**config.mk**
```make
export PLATFORM = sky130hd
export DESIGN_NAME = serial_subtractor
export DESIGN_NICKNAME = d
export VERILOG_FILES = /design/src/rtl/serial_subtractor.sv
export SDC_FILE = /design/constraint.sdc
export NUM_CORES = 1
export LEC_CHECK = 0
export BUFFER_PORTS_ARGS = -buffer_cell sky130_fd_sc_hd__buf_2
export CAP_MARGIN = 20
export CORE_MARGIN = 2
export CORE_UTILIZATION = 50
export DETAILED_ROUTE_END_ITERATION = 16
export PLACE_DENSITY = 0.73
export SYNTH_ARGS = -nofsm -noshare
export SYNTH_HDL_FRONTEND = slang
export SYNTH_SLANG_ARGS = --single-unit
export TNS_END_PERCENT = 5
```
**constraint.sdc**
```tcl
create_clock -name clk -period 1.5 [get_ports clk]
set_input_delay 0.15 -clock clk [delete_from_list [all_inputs] [get_ports clk]]
set_output_delay 0.15 -clock clk [all_outputs]
set_load 0.02 [all_outputs]
```
**src/rtl/serial_subtractor.sv**
```systemverilog
// rtl/serial_subtractor.sv - bit-serial LSB-first WIDTH-bit subtractor with start/busy/done handshake
module serial_subtractor #(
  parameter int WIDTH = 8
) (
  input  logic             clk,
  input  logic             rst,
  input  logic             start,
  input  logic [WIDTH-1:0] a,
  input  logic [WIDTH-1:0] b,
  output logic             busy,
  output logic             done,
  output logic [WIDTH-1:0] diff,
  output logic             borrow
);

  // Counter only needs to reach WIDTH-1; keep at least one bit for WIDTH = 1.
  localparam int CW = (WIDTH > 1) ? $clog2(WIDTH) : 1;

  typedef enum logic [1:0] {
    S_IDLE  = 2'd0,
    S_SHIFT = 2'd1,
    S_DONE  = 2'd2
  } state_t;

  state_t           state;
  state_t           state_next;
  logic [WIDTH-1:0] a_sh;
  logic [WIDTH-1:0] b_sh;
  logic [WIDTH-1:0] res;
  logic [WIDTH-1:0] res_next;
  logic             br;
  logic [CW-1:0]    cnt;
  logic             a_i;
  logic             b_i;
  logic             d_i;
  logic             br_next;
  logic             last;

  // Full-subtractor bit cell fed from the operand LSBs and the borrow flop.
  assign a_i     = a_sh[0];
  assign b_i     = b_sh[0];
  assign d_i     = a_i ^ b_i ^ br;
  assign br_next = (~a_i & b_i) | (~(a_i ^ b_i) & br);
  assign last    = (cnt == CW'(WIDTH - 1));

  // Result bits enter at the MSB so bit 0 lands in the LSB after WIDTH shifts.
  generate
    if (WIDTH == 1) begin : g_res_w1
      assign res_next = d_i;
    end else begin : g_res_wn
      assign res_next = {d_i, res[WIDTH-1:1]};
    end
  endgenerate

  // State register.
  always_ff @(posedge clk) begin
    if (rst) begin
      state <= S_IDLE;
    end else begin
      state <= state_next;
    end
  end

  // Next-state and handshake outputs.
  always_comb begin
    state_next = state;
    busy       = 1'b0;
    done       = 1'b0;
    case (state)
      S_IDLE: begin
        if (start) begin
          state_next = S_SHIFT;
        end
      end
      S_SHIFT: begin
        busy = 1'b1;
        if (last) begin
          state_next = S_DONE;
        end
      end
      S_DONE: begin
        done       = 1'b1;
        state_next = S_IDLE;
      end
      default: begin
        state_next = S_IDLE;
      end
    endcase
  end

  // Datapath: operand capture, one bit per SHIFT cycle, result hand-off on the last bit.
  always_ff @(posedge clk) begin
    if (rst) begin
      a_sh   <= '0;
      b_sh   <= '0;
      res    <= '0;
      br     <= 1'b0;
      cnt    <= '0;
      diff   <= '0;
      borrow <= 1'b0;
    end else begin
      case (state)
        S_IDLE: begin
          if (start) begin
            a_sh <= a;
            b_sh <= b;
            res  <= '0;
            br   <= 1'b0;
            cnt  <= '0;
          end
        end
        S_SHIFT: begin
          a_sh <= a_sh >> 1;
          b_sh <= b_sh >> 1;
          res  <= res_next;
          br   <= br_next;
          cnt  <= cnt + 1'b1;
          if (last) begin
            diff   <= res_next;
            borrow <= br_next;
          end
        end
        default: begin
        end
      endcase
    end
  end

endmodule

```
==> flow_summary.toml <==
[synthesis]
synth_area_leaders = "dfxtp_1 46%, a211oi_2 9.0%, mux2i_1 6.6%"
synth_top_area_share_pct = 45.85
synth_compound_area_share_pct = 19.61
ys_seq_area_share_pct = 45.85
syn_area_per_cell_um2 = 9.995
syn-num-nets = 188
yosysWarnings = 0
synth_xor_xnor_area_share_pct = 0
yosys.cell_types.count = 31
syn_inst = 166
synth-simple-area-share_pct = 17.72
synth_seq_cells = 38
synth_area_leader_cell = "dfxtp_1"
synthAdderAreaFrac_pct = 2.715
synth_top_family_by_area = "compound AO/OA/AOI/OAI gates"
muxShareOfSynthArea_pct = 6.637
synth_area_mm2 = 0.001659

[die]
fp-row-count = 20
die_x_um = 61.61
ios = 30
initial_core_util_pct = 53.47
fp.dieH_um = 61.61
dieArea_mm2 = 0.003795
core_area_mm2 = 0.003103

[timing]
max_freq_mhz = 719.0
tns_ps = 0
setup_viol = 0
drv_slew = 0
min_period_over_period_pct = 92.72
finalHoldViolCount = 0
worst_pin_slew_ps = 515.8
rsz0062_at_grt = "false"
hold_ws_ps = 67.61
relSlewSlack_pct = 65.62
fin_crit_ps = 1391
clock_skew_ps = 9.298

[global_routing]
first_global_vias = 1217
antenna_found_initial = 0
track_usage_pct = 19.07
grt_overflow = 0
grt_pass1_wl_um = 5237
grt_max_degree = 28

[critical_path]
cpPeakStageDelay_ps = 390
crit_type = "register to register"
crit_top_cell = "ha_1"
critPathCaptureType = "register"
cpLargestDelayFamily = "simple AND/OR/NAND/NOR gates"
path_max_fanout = 9
crit_arrival_ps = 1600
required_ps = 1710
cp_slowest_cell = "dfxtp_1"
crit_buf_inv = 0
crit_chain = "ha_1, ha_1, nand3b_1, nand2_1, a21oi_1"
cp-start-kind = "register"

[clocking]
tritoncts = "built"
cts-root-buf = "clkbuf_4"
clk_latency_ps = 340
htree_levels = 2
clk_pin_slew_ps = 110
cts_buffers = 5
clock_path_buffers = 2
cts_hold_buffers = 0
cts_sinks = 38

[run_status]
outcome = "completed"

[placed_design]
gp_congestion = 0.7404
place_hpwl_um = 2076
placed_cell_area_mm2 = 0.001814
port_buffers = 29

[route]
postRouteAntennaNets = 0
drt_wl_total_um = 3139
drcViolationCount = 0
top_layer = "met4"
wl_per_cell_um = 13.19
vias_per_cell = 5.399
drt-initial-drc-count = 57
wl_met1_um = 1388
drt_pass1_iterations = 4
vias = 1285
dr_wl_met3_um = 177
met2_length_um = 1521

[finish]
nets = 215
n_fill_cell = 287
design_area_mm2 = 0.001889
area_growth_pct = 13.88
antennaDiodeCount = 0
final_layout_size_suffix_gt1_share_pct = 34.54

[pwr]
powerDensity_mw_per_mm2 = 1007
irDropWorstVdd_v = 0.0006221
power.leakage_nw = 0.7574

[worst_hold_path]
hp-class = "input port to register"

[run]
drv_cap = 0
==> area by class of cell <==
cell class,instances,area (um2),share of cell area [%]
clock inverters,2,12.51,0.6623
repair buffers,33,212.7,11.26
multi-input cells,112,778.2,41.19
well taps,44,55.05,2.914
flip-flops and latches,38,763.2,40.40
clock buffers,6,51.30,2.715
inverters,3,16.27,0.8609
==> placed cells by master (no fill, tap or decap), drive strengths merged <==
cell / count
or3b: 1
dfxtp: 38
nand2b: 1
nor4: 3
inv: 3
nand3: 8
mux2i: 11
clkinvlp: 1
nor2: 33
a22oi: 9
clkbuf: 6
o21ai: 2
and2b: 1
a311oi: 1
buf: 33
o21bai: 1
a21oi: 11
clkinv: 1
nand3b: 3
nand2: 8
fa: 1
ha: 2
a211oi: 13
nor2b: 1
a2bb2oi: 1
o21ba: 1
==> cells by family after synthesis <==
family                   after synthesis
adder cells (fa/ha/maj)                3
buffers and inverters                 16
flip-flops                            38
AND/OR/NAND/NOR                       59
AO/OA/AOI/OAI                         39
multiplexers                          11
==> cell usage after synthesis (all sizes together) <==
cell type,count
inv,3
o21bai,1
a311oi,1
nand2,8
nor4,3
a22oi,9
and2b,1
buf,9
clkbuf,4
dfxtp,38
a2bb2oi,1
nand3b,3
nor2,33
ha,2
nor2b,1
nand2b,1
o21ba,1
o21ai,2
a21oi,11
a211oi,13
nand3,8
mux2i,11
fa,1
or3b,1
==> what timing repair did <==
item	CTS	global route
buffers inserted	0	0
endpoints found under the hold margin	0	0
resized for setup	1	4
pin swaps	0	0
endpoints found under the setup margin	1	11
==> flip-flops by register name, summed over array words and instances, names as in the netlist <==
name,flops
a_sh,8
b_sh,8
diff,8
res,7
cnt,3
state,2
borrow,1
br,1
==> report_power, final <==
part / internal, mW / total, mW / leakage [nW] / switching (mW)
clock: 0.225 / 0.562 / 0.0343 / 0.336
sequential: 1.05 / 1.09 / 0.311 / 0.0316
combinational: 0.116 / 0.254 / 0.412 / 0.138
==> worst register-to-register path, delay by kind of cell (launching register included) <==
kind / cells / cell delay (ps)
flip-flops: 1 / 390
adder cells (fa/ha/maj): 2 / 360
AND/OR/NAND/NOR: 2 / 450
AO/OA/AOI/OAI: 1 / 70
==> stage by stage <==
step / power (mW) / setup slack [ps] / cells / util (%)
2_1_floorplan: 1.309 / 286.4 / 166 / -
3_3_place_gp: 1.348 / 186.3 / 230 / 58.47
3_5_place_dp: 1.361 / 116.9 / 230 / 58.47
4_1_cts: 1.911 / 29.87 / 238 / 60.60
5_1_grt: 2.000 / 6.682 / 238 / 60.89
6_report: 1.902 / 109.2 / 238 / 60.89
==> path summary, 6_finish.rpt <==
kind                               from       to  slack, ps  cells after the start
worst max-delay path             cnt[0]  diff[7]        110                      5
worst min-delay path               b[7]  b_sh[7]         70                      3
worst max register to register   cnt[0]  diff[7]        110                      5
worst min register to register  diff[0]  diff[0]        460                      2
==> metal layers <==
layer	GRT usage (%)	vias up
li1	-	637
met1	23.47	606
met2	30.53	33
met3	6.303	9
met4	8.207	0
met5	0	-
(Power assumes the default switching activity.)
